## src/rtl/counter_step_sequencer.sv

```systemverilog
// ============================================================================
//  Module   : counter_step_sequencer
//  Brief    : Command-driven sequencer producing the 4-bit control word
//             {hold, odd, even, up} for a 3-bit step counter.
//  Revision : 1.0 - initial release
// ============================================================================
`default_nettype none

module counter_step_sequencer #(
    parameter int STEPS_W = 8
) (
    input  logic               clk_i,
    input  logic               reset_i,
    input  logic               cmd_valid_i,
    output logic               cmd_ready_o,
    input  logic               cmd_up_i,
    input  logic               cmd_stride2_i,
    input  logic [STEPS_W-1:0] cmd_steps_i,
    input  logic               abort_i,
    output logic [3:0]         ctrl_o,
    output logic               busy_o,
    output logic               done_o,
    output logic               aborted_o,
    output logic [STEPS_W-1:0] steps_left_o
);

    localparam logic [3:0] C_HOLD = 4'b1000;

    typedef enum logic [1:0] {
        S_IDLE = 2'd0,
        S_RUN  = 2'd1,
        S_FIN  = 2'd2
    } state_t;

    state_t             state_q, state_d;
    logic               pend_valid_q, pend_valid_d;
    logic               pend_up_q, pend_up_d;
    logic               pend_s2_q, pend_s2_d;
    logic [STEPS_W-1:0] pend_steps_q, pend_steps_d;
    logic [STEPS_W-1:0] steps_left_q, steps_left_d;
    logic [3:0]         ctrl_q, ctrl_d;
    logic               done_q, done_d;
    logic               aborted_q, aborted_d;
    logic               busy_q, busy_d;

    logic               accept;
    logic               start;
    logic               start_up;
    logic               start_s2;
    logic [STEPS_W-1:0] start_steps;

    assign cmd_ready_o = !pend_valid_q && !abort_i;
    assign accept      = cmd_valid_i && cmd_ready_o;

    always_comb begin
        state_d      = state_q;
        pend_valid_d = pend_valid_q;
        pend_up_d    = pend_up_q;
        pend_s2_d    = pend_s2_q;
        pend_steps_d = pend_steps_q;
        steps_left_d = steps_left_q;
        ctrl_d       = C_HOLD;
        done_d       = 1'b0;
        aborted_d    = 1'b0;
        start        = 1'b0;
        start_up     = cmd_up_i;
        start_s2     = cmd_stride2_i;
        start_steps  = cmd_steps_i;

        case (state_q)
            S_IDLE: start = accept;
            S_RUN: begin
                ctrl_d = ctrl_q;
                // Guarded with <= so a corrupted zero count still terminates
                if (steps_left_q <= STEPS_W'(1)) begin
                    state_d      = S_FIN;
                    ctrl_d       = C_HOLD;
                    steps_left_d = '0;
                    done_d       = 1'b1;
                end else begin
                    steps_left_d = steps_left_q - STEPS_W'(1);
                end
                if (accept) begin
                    pend_valid_d = 1'b1;
                    pend_up_d    = cmd_up_i;
                    pend_s2_d    = cmd_stride2_i;
                    pend_steps_d = cmd_steps_i;
                end
            end
            S_FIN: begin
                if (pend_valid_q) begin
                    start        = 1'b1;
                    start_up     = pend_up_q;
                    start_s2     = pend_s2_q;
                    start_steps  = pend_steps_q;
                    pend_valid_d = 1'b0;
                end else if (accept) begin
                    start = 1'b1;
                end else begin
                    state_d = S_IDLE;
                end
            end
            default: state_d = S_IDLE;
        endcase

        // A zero-step command skips RUN and completes straight away
        if (start) begin
            if (start_steps != '0) begin
                state_d      = S_RUN;
                ctrl_d       = {1'b0, start_s2, start_s2, start_up};
                steps_left_d = start_steps;
            end else begin
                state_d      = S_FIN;
                ctrl_d       = C_HOLD;
                steps_left_d = '0;
                done_d       = 1'b1;
            end
        end

        if (abort_i) begin
            state_d      = S_IDLE;
            pend_valid_d = 1'b0;
            ctrl_d       = C_HOLD;
            steps_left_d = '0;
            done_d       = 1'b0;
            aborted_d    = 1'b1;
        end

        busy_d = (state_d != S_IDLE) || pend_valid_d;
    end

    always_ff @(posedge clk_i) begin
        if (reset_i) begin
            state_q      <= S_IDLE;
            pend_valid_q <= 1'b0;
            pend_up_q    <= 1'b0;
            pend_s2_q    <= 1'b0;
            pend_steps_q <= '0;
            steps_left_q <= '0;
            ctrl_q       <= C_HOLD;
            done_q       <= 1'b0;
            aborted_q    <= 1'b0;
            busy_q       <= 1'b0;
        end else begin
            state_q      <= state_d;
            pend_valid_q <= pend_valid_d;
            pend_up_q    <= pend_up_d;
            pend_s2_q    <= pend_s2_d;
            pend_steps_q <= pend_steps_d;
            steps_left_q <= steps_left_d;
            ctrl_q       <= ctrl_d;
            done_q       <= done_d;
            aborted_q    <= aborted_d;
            busy_q       <= busy_d;
        end
    end

    assign ctrl_o       = ctrl_q;
    assign busy_o       = busy_q;
    assign done_o       = done_q;
    assign aborted_o    = aborted_q;
    assign steps_left_o = steps_left_q;

endmodule

`default_nettype wire

```

## config.mk

```make
export PLATFORM = sky130hd
export DESIGN_NAME = counter_step_sequencer
export DESIGN_NICKNAME = d
export VERILOG_FILES = /design/src/rtl/counter_step_sequencer.sv
export SDC_FILE = /design/constraint.sdc
export NUM_CORES = 1
export LEC_CHECK = 0
export ABC_AREA = 1
export CAP_MARGIN = 20
export CORE_MARGIN = 4
export CORE_UTILIZATION = 45
export DETAILED_ROUTE_END_ITERATION = 8
export PLACE_DENSITY = 0.83
export SYNTH_ARGS = -nofsm -noshare
export SYNTH_HDL_FRONTEND = slang
export SYNTH_SLANG_ARGS = --single-unit
```

## constraint.sdc

```tcl
create_clock -name clk_i -period 1.6 [get_ports clk_i]
set_input_delay 0.4 -clock clk_i [delete_from_list [all_inputs] [get_ports clk_i]]
set_output_delay 0.4 -clock clk_i [all_outputs]
set_load 0.005 [all_outputs]
```

==> impl_metrics.csv <==
group,metric,value,unit
synthesis,ys_seq_area_frac,0.329,
sta,timing.final.crit_share,1.02,
worst_setup_path,regToRegStartpoint,"state_q[0]$_SDFF_PP0_",
synthesis,synthCells,258,
sta,worst_pin_slew,0.304,ns
synthesis,synth_nets,278,
power,ir_worst_vdd,0.366,mV
power,powerDensity,655,nW/um^2
grt,grt_pass1_wl,6590,um
sta,setup_tns,-0.111,ns
worst_setup_path,start_kind,"input port",
synthesis,synthTopCellsByArea,"dfxtp_1, nand2_1, inv_1",
floorplan,pin_count,30,
hold_path,hold_end,"pend_s2_q$_SDFFE_PP0P_",
routing,viasPerCell,4.93,
worst_setup_path,crit_arrival,1.79,ns
worst_setup_path,endpoint_kind,"flop",
finish,multiInputGateArea,990,sq um
worst_setup_path,crit_family,"buffers and inverters",
routing,drcViolationCount,0,
clock_network,clkSlewWorstSetupHoldPaths,0.09,ns
placement,dp_hpwl,2960,um
sta,grt_setup_unrepaired,"yes",
synthesis,ys_seq_elements,27,
sta,final-setup-viol-count,8,
synthesis,synth_cell_types,25,
floorplan,fp.dieH,68.4,um
synthesis,yosys_warnings,0,
finish,seq_area,562,sq um
hold_path,worstHoldPathCells,2,
floorplan,die_x,68.4,um
worst_setup_path,crit_fanout,4,
routing,ant_nets,0,
clock_network,clock_latency,0.28,ns
clock_network,clockBufferDepth,2,
sta,max_slew_margin,0.797,
finish,layout.nets,337,
routing,num_vias,1786,
sta,slew_violations,0,
worst_setup_path,cp.required,1.76,ns
routing,drtIter0Drc,235,
synthesis,synth_area_per_cell,6.37,sq um
sta,period_needed,1.63,ns
worst_setup_path,cpPeakStageDelay,0.47,ns
worst_setup_path,path_cells,"clkdlybuf4s50_1 -> buf_4 -> nand2_2 -> o21ai_4 -> buf_4 -> nand3_2 -> nand2_1 -> inv_1 -> nand2_2 -> nand3_1",
worst_setup_path,r2r_end,"busy_o$_SDFF_PP0_",
finish,drive_gt1_frac,0.275,
grt,grt_pass1_vias,1566,
sta,hold_viol,0,
grt,grt_max_degree,21,
power,leakage,0.00112,uW
flow_run,maxCapViolCount,0,
worst_setup_path,critical_path_class,"in2reg",
placement,gp_congestion,0.878,
grt,grt_util_all_layers,0.183,
grt,overflow,0,
clock_network,h-tree-depth,1,
grt,antenna_found_initial,0,
placement,dpl_worst_slack,-0.403,ns
placement,port_buffers,29,
sta,layout_setup_ws,-0.0295,ns
outcome,violations,"negative setup slack",
synthesis,yosysTopAreaCell,"dfxtp_1",
worst_setup_path,cp_num_buf_inv,4,
clock_network,clkSinkCount,27,
routing,wl_per_cell,12.5,um
worst_setup_path,slowest_stage,"clkdlybuf4s50_1",
finish,nFillCells,282,
floorplan,start_util,0.478,
floorplan,die_area,4680,sq um
routing,totalWireLength,4540,um
hold_path,hp-class,"reg2reg",
clock_network,cts_root_buf,"clkbuf_8",
finish,area_growth,45.1,%
sta,fmax,614,MHz
synthesis,syn_area,1640,sq um
floorplan,core-area,3440,sq um
sta,finalClockSkew,0.00749,ns
floorplan,rows,21,
synthesis,synth_top_area_frac,0.329,
outcome,status,"finished with violations",
worst_setup_path,r2r_slack,-0.02,ns
worst_setup_path,reg2regPathDepth,12,
hold_path,min_from,"pend_s2_q$_SDFFE_PP0P_",
clock_network,numCtsBuffers,3,
routing,first_pass_iters,5,
clock_network,cts_tree,"done",
finish,antenna_cells,0,
==> where the power goes <==
group	internal (uW)	switching, uW
Combinational	217	245
Sequential	690	14.0
Clock	179	217
==> per-layer routing <==
metal,vias to the layer above,global-route usage,part of all wire
met5,-,0,0
met4,0,0.0794,0.019
met3,13,0.0279,0.058
met1,793,0.245,0.43
li1,908,-,-
met2,72,0.290,0.49
==> cells in the mapped netlist, drive strengths merged <==
library cell and count:
a21oi 15, buf 7, clkbuf 3, dfxtp 27, ha 6, inv 42
nand2 72, nand3 18, nand4 1, nor2 37, nor3 1, o21a 1
o21ai 25, xor2 3
==> through the flow <==
stage,std cells,cell area (sq um),util,total power [uW],hold WS (ns)
floorplan,258,1680,-,952,0.425
global placement,351,2170,0.631,1110,0.434
detailed placement,351,2170,0.631,1130,0.441
CTS,356,2240,0.652,1510,0.454
global route,362,2390,0.693,1640,0.481
finish,362,2390,0.693,1560,0.451
==> sequential cells by signal (all words and copies together), names as in the netlist <==
| register | count |
|---|---|
| pend_s2_q | 1 |
| aborted_o | 1 |
| pend_steps_q | 8 |
| done_o | 1 |
| state_q | 2 |
| ctrl_o | 3 |
| pend_up_q | 1 |
| pend_valid_q | 1 |
| steps_left_o | 8 |
| busy_o | 1 |
==> worst min-delay path, delay by kind of cell (launching register included) <==
family | cells | cell delay (ns)
buffers and inverters | 1 | 0.05
DFF | 1 | 0.31
AOI/OAI and AO/OA | 1 | 0.05
==> kinds of logic after synthesis <==
kind of cell / after synthesis / share of synthesized area
xor+xnor: 3 / 0.0160
flops: 27 / 0.329
fa+ha+maj: 6 / 0.0457
compound gates: 41 / 0.138
buf+inv: 52 / 0.139
simple gates: 129 / 0.333
==> worst max-delay path by stage <==
stage,startpoint,end,cells after the start
floorplan,state_q[0]$_SDFF_PP0_,busy_o$_SDFF_PP0_,13
global placement,abort_i,cmd_ready_o,3
detailed placement,abort_i,cmd_ready_o,3
CTS,state_q[0]$_SDFF_PP0_,busy_o$_SDFF_PP0_,11
global route,state_q[0]$_SDFF_PP0_,busy_o$_SDFF_PP0_,12
finish,cmd_valid_i,busy_o$_SDFF_PP0_,10
==> final cells by class <==
cell class | instances | area share
clock buffers | 4 | 0.0189
multi-input cells | 180 | 0.415
well taps | 46 | 0.0241
flip-flops and latches | 27 | 0.235
repair buffers | 63 | 0.239
inverters | 42 | 0.0682
==> cells in the final DEF (no fill, tap or decap), drive strengths merged <==
cell type	synthesis	final
nand2	72	73
dfxtp	27	27
clkdlybuf4s15	0	1
dlygate4sd2	0	1
nor3	1	1
o21a	1	1
nor2	37	37
xor2	3	3
clkbuf	3	4
nand3	18	18
clkdlybuf4s50	0	27
nand4	1	1
buf	7	34
a21oi	15	15
o21ai	25	25
inv	42	42
ha	6	6
==> repair_timing <==
item,4_1_cts,5_1_grt
pin swaps,1,12
gates resized for setup,11,35
setup endpoints to repair,14,22
gates cloned,0,1
hold buffers,0,0
setup buffers,1,5
No activity file was read; power rests on OpenSTA's default activity.
